$ cat config.mk
export PLATFORM = sky130hd
export DESIGN_NAME = output_packer
export DESIGN_NICKNAME = d
export VERILOG_FILES = /design/src/rtl/output_pkg.sv /design/src/rtl/output_packer.sv
export SDC_FILE = /design/constraint.sdc
export NUM_CORES = 1
export LEC_CHECK = 0
export ABC_AREA = 1
export BUFFER_PORTS_ARGS = -buffer_cell sky130_fd_sc_hd__buf_2
export CORE_UTILIZATION = 35
export CTS_BUF_LIST = sky130_fd_sc_hd__clkbuf_4 sky130_fd_sc_hd__clkbuf_8
export CTS_CLUSTER_DIAMETER = 40
export CTS_CLUSTER_SIZE = 16
export DETAILED_ROUTE_END_ITERATION = 7
export HOLD_SLACK_MARGIN = 0.15
export SYNTH_ARGS = -nofsm -noshare
export SYNTH_HDL_FRONTEND = slang
export SYNTH_SLANG_ARGS = --single-unit
$ cat constraint.sdc
create_clock -name clk -period 4.9 [get_ports clk]
set_input_delay 0.98 -clock clk [delete_from_list [all_inputs] [get_ports clk]]
set_output_delay 0.98 -clock clk [all_outputs]
set_load 0.05 [all_outputs]
$ cat src/rtl/output_pkg.sv
// Shared widths and the lane-count to byte-enable mapping for the output packer.
package output_pkg;

    localparam int DIN_W      = 32;
    localparam int DOUT_W     = 128;
    localparam int LEN_W      = 16;
    localparam int RATIO      = DOUT_W / DIN_W;
    localparam int KEEP_W     = DOUT_W / 8;
    localparam int LANE_KEEP  = DIN_W / 8;
    localparam int LANE_CNT_W = (RATIO > 1) ? $clog2(RATIO) : 1;

    // One extra bit so a full beat (RATIO lanes) is representable.
    typedef logic [LANE_CNT_W:0] lanes_t;

    function automatic logic [KEEP_W-1:0] lane_keep_mask(input lanes_t lanes);
        logic [KEEP_W-1:0] mask;
        mask = '0;
        for (int i = 0; i < RATIO; i++) begin
            if (i < int'(lanes)) begin
                mask[i*LANE_KEEP +: LANE_KEEP] = {LANE_KEEP{1'b1}};
            end
        end
        return mask;
    endfunction

endpackage

$ cat src/rtl/output_packer.sv
// Packs DIN_W-wide drain results into DOUT_W-wide AXI-Stream beats with tkeep/tlast,
// ending frames on a configured beat count or an upstream tlast.
module output_packer
    import output_pkg::*;
(
    input  logic              clk,
    input  logic              rst_n,
    input  logic [LEN_W-1:0]  cfg_beats,
    input  logic [DIN_W-1:0]  s_axis_packer_tdata,
    input  logic              s_axis_packer_tvalid,
    input  logic              s_axis_packer_tlast,
    output logic              s_axis_packer_tready,
    output logic [DOUT_W-1:0] m_axis_packer_tdata,
    output logic              m_axis_packer_tvalid,
    input  logic              m_axis_packer_tready,
    output logic [KEEP_W-1:0] m_axis_packer_tkeep,
    output logic              m_axis_packer_tlast,
    output logic              frame_done
);

    logic [LANE_CNT_W-1:0] lane_cnt_p0;
    logic [LEN_W-1:0]      beat_cnt_p0;
    logic [LEN_W-1:0]      len_q;
    logic [LEN_W-1:0]      len_eff;
    logic [DOUT_W-1:0]     lane_buf_p0;
    logic [DOUT_W-1:0]     word_nxt;
    logic [KEEP_W-1:0]     keep_nxt;

    logic [DOUT_W-1:0]     data_p1;
    logic [KEEP_W-1:0]     keep_p1;
    logic                  last_p1;
    logic                  vld_p1;
    logic                  frame_done_p2;

    logic                  accept;
    logic                  frame_start;
    logic                  lane_full;
    logic                  complete;
    logic                  word_last;

    // Ready depends only on the output register, so no skid buffer is needed.
    assign s_axis_packer_tready = ~vld_p1 | m_axis_packer_tready;
    assign accept      = s_axis_packer_tvalid & s_axis_packer_tready;
    assign frame_start = (lane_cnt_p0 == '0) && (beat_cnt_p0 == '0);
    assign lane_full   = (lane_cnt_p0 == LANE_CNT_W'(RATIO - 1));
    assign complete    = accept & (lane_full | s_axis_packer_tlast);

    // The first word of a frame compares against the length being captured with it.
    assign len_eff   = frame_start ? cfg_beats : len_q;
    assign word_last = s_axis_packer_tlast |
                       ((len_eff != '0) && (beat_cnt_p0 == len_eff - LEN_W'(1)));

    always_comb begin
        word_nxt = lane_buf_p0;
        word_nxt[int'(lane_cnt_p0)*DIN_W +: DIN_W] = s_axis_packer_tdata;
        keep_nxt = lane_keep_mask(lanes_t'(lane_cnt_p0) + lanes_t'(1));
    end

    // Stage p0: lane accumulation and frame counters
    always_ff @(posedge clk or negedge rst_n) begin
        if (!rst_n) begin
            lane_cnt_p0 <= '0;
            beat_cnt_p0 <= '0;
            len_q       <= '0;
            lane_buf_p0 <= '0;
        end else if (accept) begin
            if (frame_start) begin
                len_q <= cfg_beats;
            end
            if (complete) begin
                lane_cnt_p0 <= '0;
                lane_buf_p0 <= '0;
                beat_cnt_p0 <= word_last ? '0 : beat_cnt_p0 + LEN_W'(1);
            end else begin
                lane_cnt_p0 <= lane_cnt_p0 + LANE_CNT_W'(1);
                lane_buf_p0 <= word_nxt;
            end
        end
    end

    // Stage p1: output beat register; stage p2: frame_done pulse
    always_ff @(posedge clk or negedge rst_n) begin
        if (!rst_n) begin
            data_p1       <= '0;
            keep_p1       <= '0;
            last_p1       <= 1'b0;
            vld_p1        <= 1'b0;
            frame_done_p2 <= 1'b0;
        end else begin
            frame_done_p2 <= vld_p1 & m_axis_packer_tready & last_p1;
            if (complete) begin
                vld_p1  <= 1'b1;
                data_p1 <= word_nxt;
                keep_p1 <= keep_nxt;
                last_p1 <= word_last;
            end else if (m_axis_packer_tready) begin
                vld_p1 <= 1'b0;
            end
        end
    end

    assign m_axis_packer_tdata  = data_p1;
    assign m_axis_packer_tkeep  = keep_p1;
    assign m_axis_packer_tlast  = last_p1;
    assign m_axis_packer_tvalid = vld_p1;
    assign frame_done           = frame_done_p2;

endmodule

==> flow_summary.toml <==
[status]
outcome = "completed"

[critical_path]
worstReg2RegStart = "lane_cnt_p0[0]"
crit_arrival_ns = 4.21
cp-end-kind = "flip-flop"
r2r_end = "beat_cnt_p0[5]"
worst-r2r-setup-slack_ns = 1.15
rr_worst_depth = 21
critPathLaunch = "lane_cnt_p0[0]"
critPathLaunchType = "flip-flop"
critPathCapture = "beat_cnt_p0[5]"
cp.required_ns = 5.37
worstSetupPathType = "reg -> reg"
path_max_fanout = 17

[grt]
grt_pass1_wl_um = 68400
grt_max_degree = 206
grt_overflow = 0
grt_pass1_vias = 11700
grt_usage_pct = 21.5
antenna_found_initial = 1

[cells_and_area]
regArea_mm2 = 0.00743
layout_commonest_cell = "nand2_1"
antennaDiodeCount = 0
drive_gt1_share_pct = 19.0
fillCellCount = 4001
multi_input_area_mm2 = 0.00519
final_cells = 2456
syn_to_final_growth_pct = 18.7
finish.net_count = 1949
final_cell_mix = "nand2_1, dfrtp_1, inv_1"

[sta]
max_slew.worst_pin.slew_ns = 0.986
tns_ns = 0
slew_viol_final = 0
rsz0062_at_grt = "false"
fin_skew_ns = 0.0588
timing.final.crit_share_pct = 76.4
final-setup-viol-count = 0
final_hold_viol_count = 0
relSlewSlack_pct = 34.3
worst_slack_ns = 1.15
period_needed_ns = 3.75
fmax_ghz = 0.267

[die]
fp.dieW_um = 203
coreArea_mm2 = 0.0397
die_h_um = 203
io_pins = 201
dieArea_mm2 = 0.0411
start_util_pct = 35.5
rows = 73

[route]
remaining_drc_errors = 0
via_count = 12200
ant_nets = 0
routed_wirelength_um = 44000
firstDrtPassIters = 7
drt_iter0_markers = 964
vias_per_cell = 4.98
avgRoutedWirePerCell_um = 17.9

[clock_network]
cts.sinks = 297
cts_tree = "built"
cts_setup_buffers = 0
clkTransAtPathRegs_ns = 0.08
cts_buffers = 52
post_cts_resized = 0
clock_path_buffers = 3
h-tree-depth = 2
clock_tree.root_cell = "clkbuf_8"
clk_latency_ns = 0.67
ctsHoldBuffers = 0

[synthesis]
async_reset_ff_share_pct = 100
synthFlopType = "dfrtp_1"
yosys-top-cells-area = "dfrtp_1, nand2_1, o22ai_1"
seq_area_frac_synth_pct = 52.7
synth-edff-count = 0
syn_nets = 1798
ys_warn_count = 0
synthCells = 1736
ys_types = 32
syn_area_mm2 = 0.0141
yosysTopAreaCellShare_pct = 52.7
yosys_register_bits = 297
syn-mean-instance-area_um2 = 8.12
synth_top_area_cell = "dfrtp_1"

[power_and_ir_drop]
ir_drop_uv = 290
p_leak_uw = 0.00814
cellPowerDensity_mw_per_mm2 = 504

[flow_run]
cap_viol_max_count = 0

[place]
dp_hpwl_um = 29000
place_inst = 2358
gp_congestion = 0.938
pre_cts_ws_ns = 1.20
portBuffers = 200

[min_path]
holdCritPathClass = "in -> async"
==> stage by stage <==
step / instance area (um^2) / util (%) / hold WS, ns / power [uW]
global placement: 15400 / 38.8 / 0.460 / 5520
floorplan: 14100 / - / 0.453 / 4880
detailed placement: 15400 / 38.8 / 0.459 / 5550
CTS: 16700 / 42.1 / 0.401 / 8490
finish: 16700 / 42.1 / 0.356 / 8430
global route: 16700 / 42.1 / 0.441 / 8910
==> area by class of cell <==
class                           count  area share (%)
Inverter                          248            5.58
Tap cell                          525            3.93
Clock buffer                       60            4.86
Multi-Input combinational cell   1068            31.0
Clock inverter                     38            3.08
Timing Repair Buffer              220            7.09
Sequential cell                   297            44.4
==> synth_stat cells, types with 3 or more instances <==
cell	number
a21oi_1	5
a21oi_2	10
a31oi_1	24
buf_1	5
buf_2	6
buf_4	14
buf_6	3
clkbuf_1	94
dfrtp_1	297
ha_1	9
inv_1	243
inv_2	5
nand2_1	474
nand2_2	12
nand3_1	74
nand3_2	3
nand3b_1	6
nand4_1	6
nor2_1	75
nor2_2	6
nor2_4	6
nor3_1	3
o21ai_0	183
o22ai_1	147
xnor2_1	5
xor2_1	15
==> state kept, by name (all words and copies together) (netlist names) <==
name,cells
m_axis_packer_tdata,128
lane_buf_p0,128
m_axis_packer_tkeep,4
frame_done,1
lane_cnt_p0,2
m_axis_packer_tlast,1
beat_cnt_p0,16
m_axis_packer_tvalid,1
len_q,16
==> per-layer routing <==
metal | up-vias | track usage [%] | share of wire [%]
met1 | 5837 | 30.0 | 45
met2 | 437 | 32.6 | 45
met4 | 0 | 9.10 | 3.4
met3 | 75 | 4.09 | 7.0
met5 | - | 0 | 0
li1 | 5875 | - | -
==> logic make-up (layout without fill, tap and decap cells) <==
group / Yosys count / after routing / share of synthesized area, %
and+or+nand+nor: 668 / 668 / 19.6
AOI/OAI and AO/OA: 371 / 371 / 15.0
buffers and inverters: 371 / 566 / 10.6
DFF: 297 / 297 / 52.7
xor gates and xnor gates: 20 / 20 / 1.24
adders and majority gates: 9 / 9 / 0.799
==> critical path, cell delays in order (launching register included) <==
cell and delay (ns):
dfrtp_1 0.38, inv_1 0.32, ha_2 0.28, inv_2 0.05
nor2_1 0.08, nand2_1 0.11, nor2_4 0.08, buf_4 0.19
nand2_1 0.31, nand2_1 0.14, nand2_1 0.13, ha_1 0.27
xnor2_1 0.14, xor2_1 0.17, nor2_1 0.11, nand3_1 0.08
nor2_1 0.12, nand2_1 0.06, nor2_1 0.11, nand3_2 0.10
nand2_4 0.22, a21oi_2 0.08
==> worst min-delay path by stage <==
stage                                  startpoint                       to  slack (ns)
after detailed placement  m_axis_packer_tdata[17]  m_axis_packer_tdata[17]        0.46
after floorplan                          len_q[0]                 len_q[0]        0.45
after global routing                        rst_n                 len_q[6]        0.44
final                                       rst_n                 len_q[6]        0.36
after CTS                                   rst_n           beat_cnt_p0[3]        0.40
after global placement    m_axis_packer_tdata[12]  m_axis_packer_tdata[12]        0.46
==> where the power goes <==
part | switching [uW] | total (uW) | internal (uW)
combinational | 2000 | 2640 | 639
sequential | 167 | 2880 | 2720
clock | 1250 | 2910 | 1660
No activity file was read; power rests on OpenSTA's default activity.
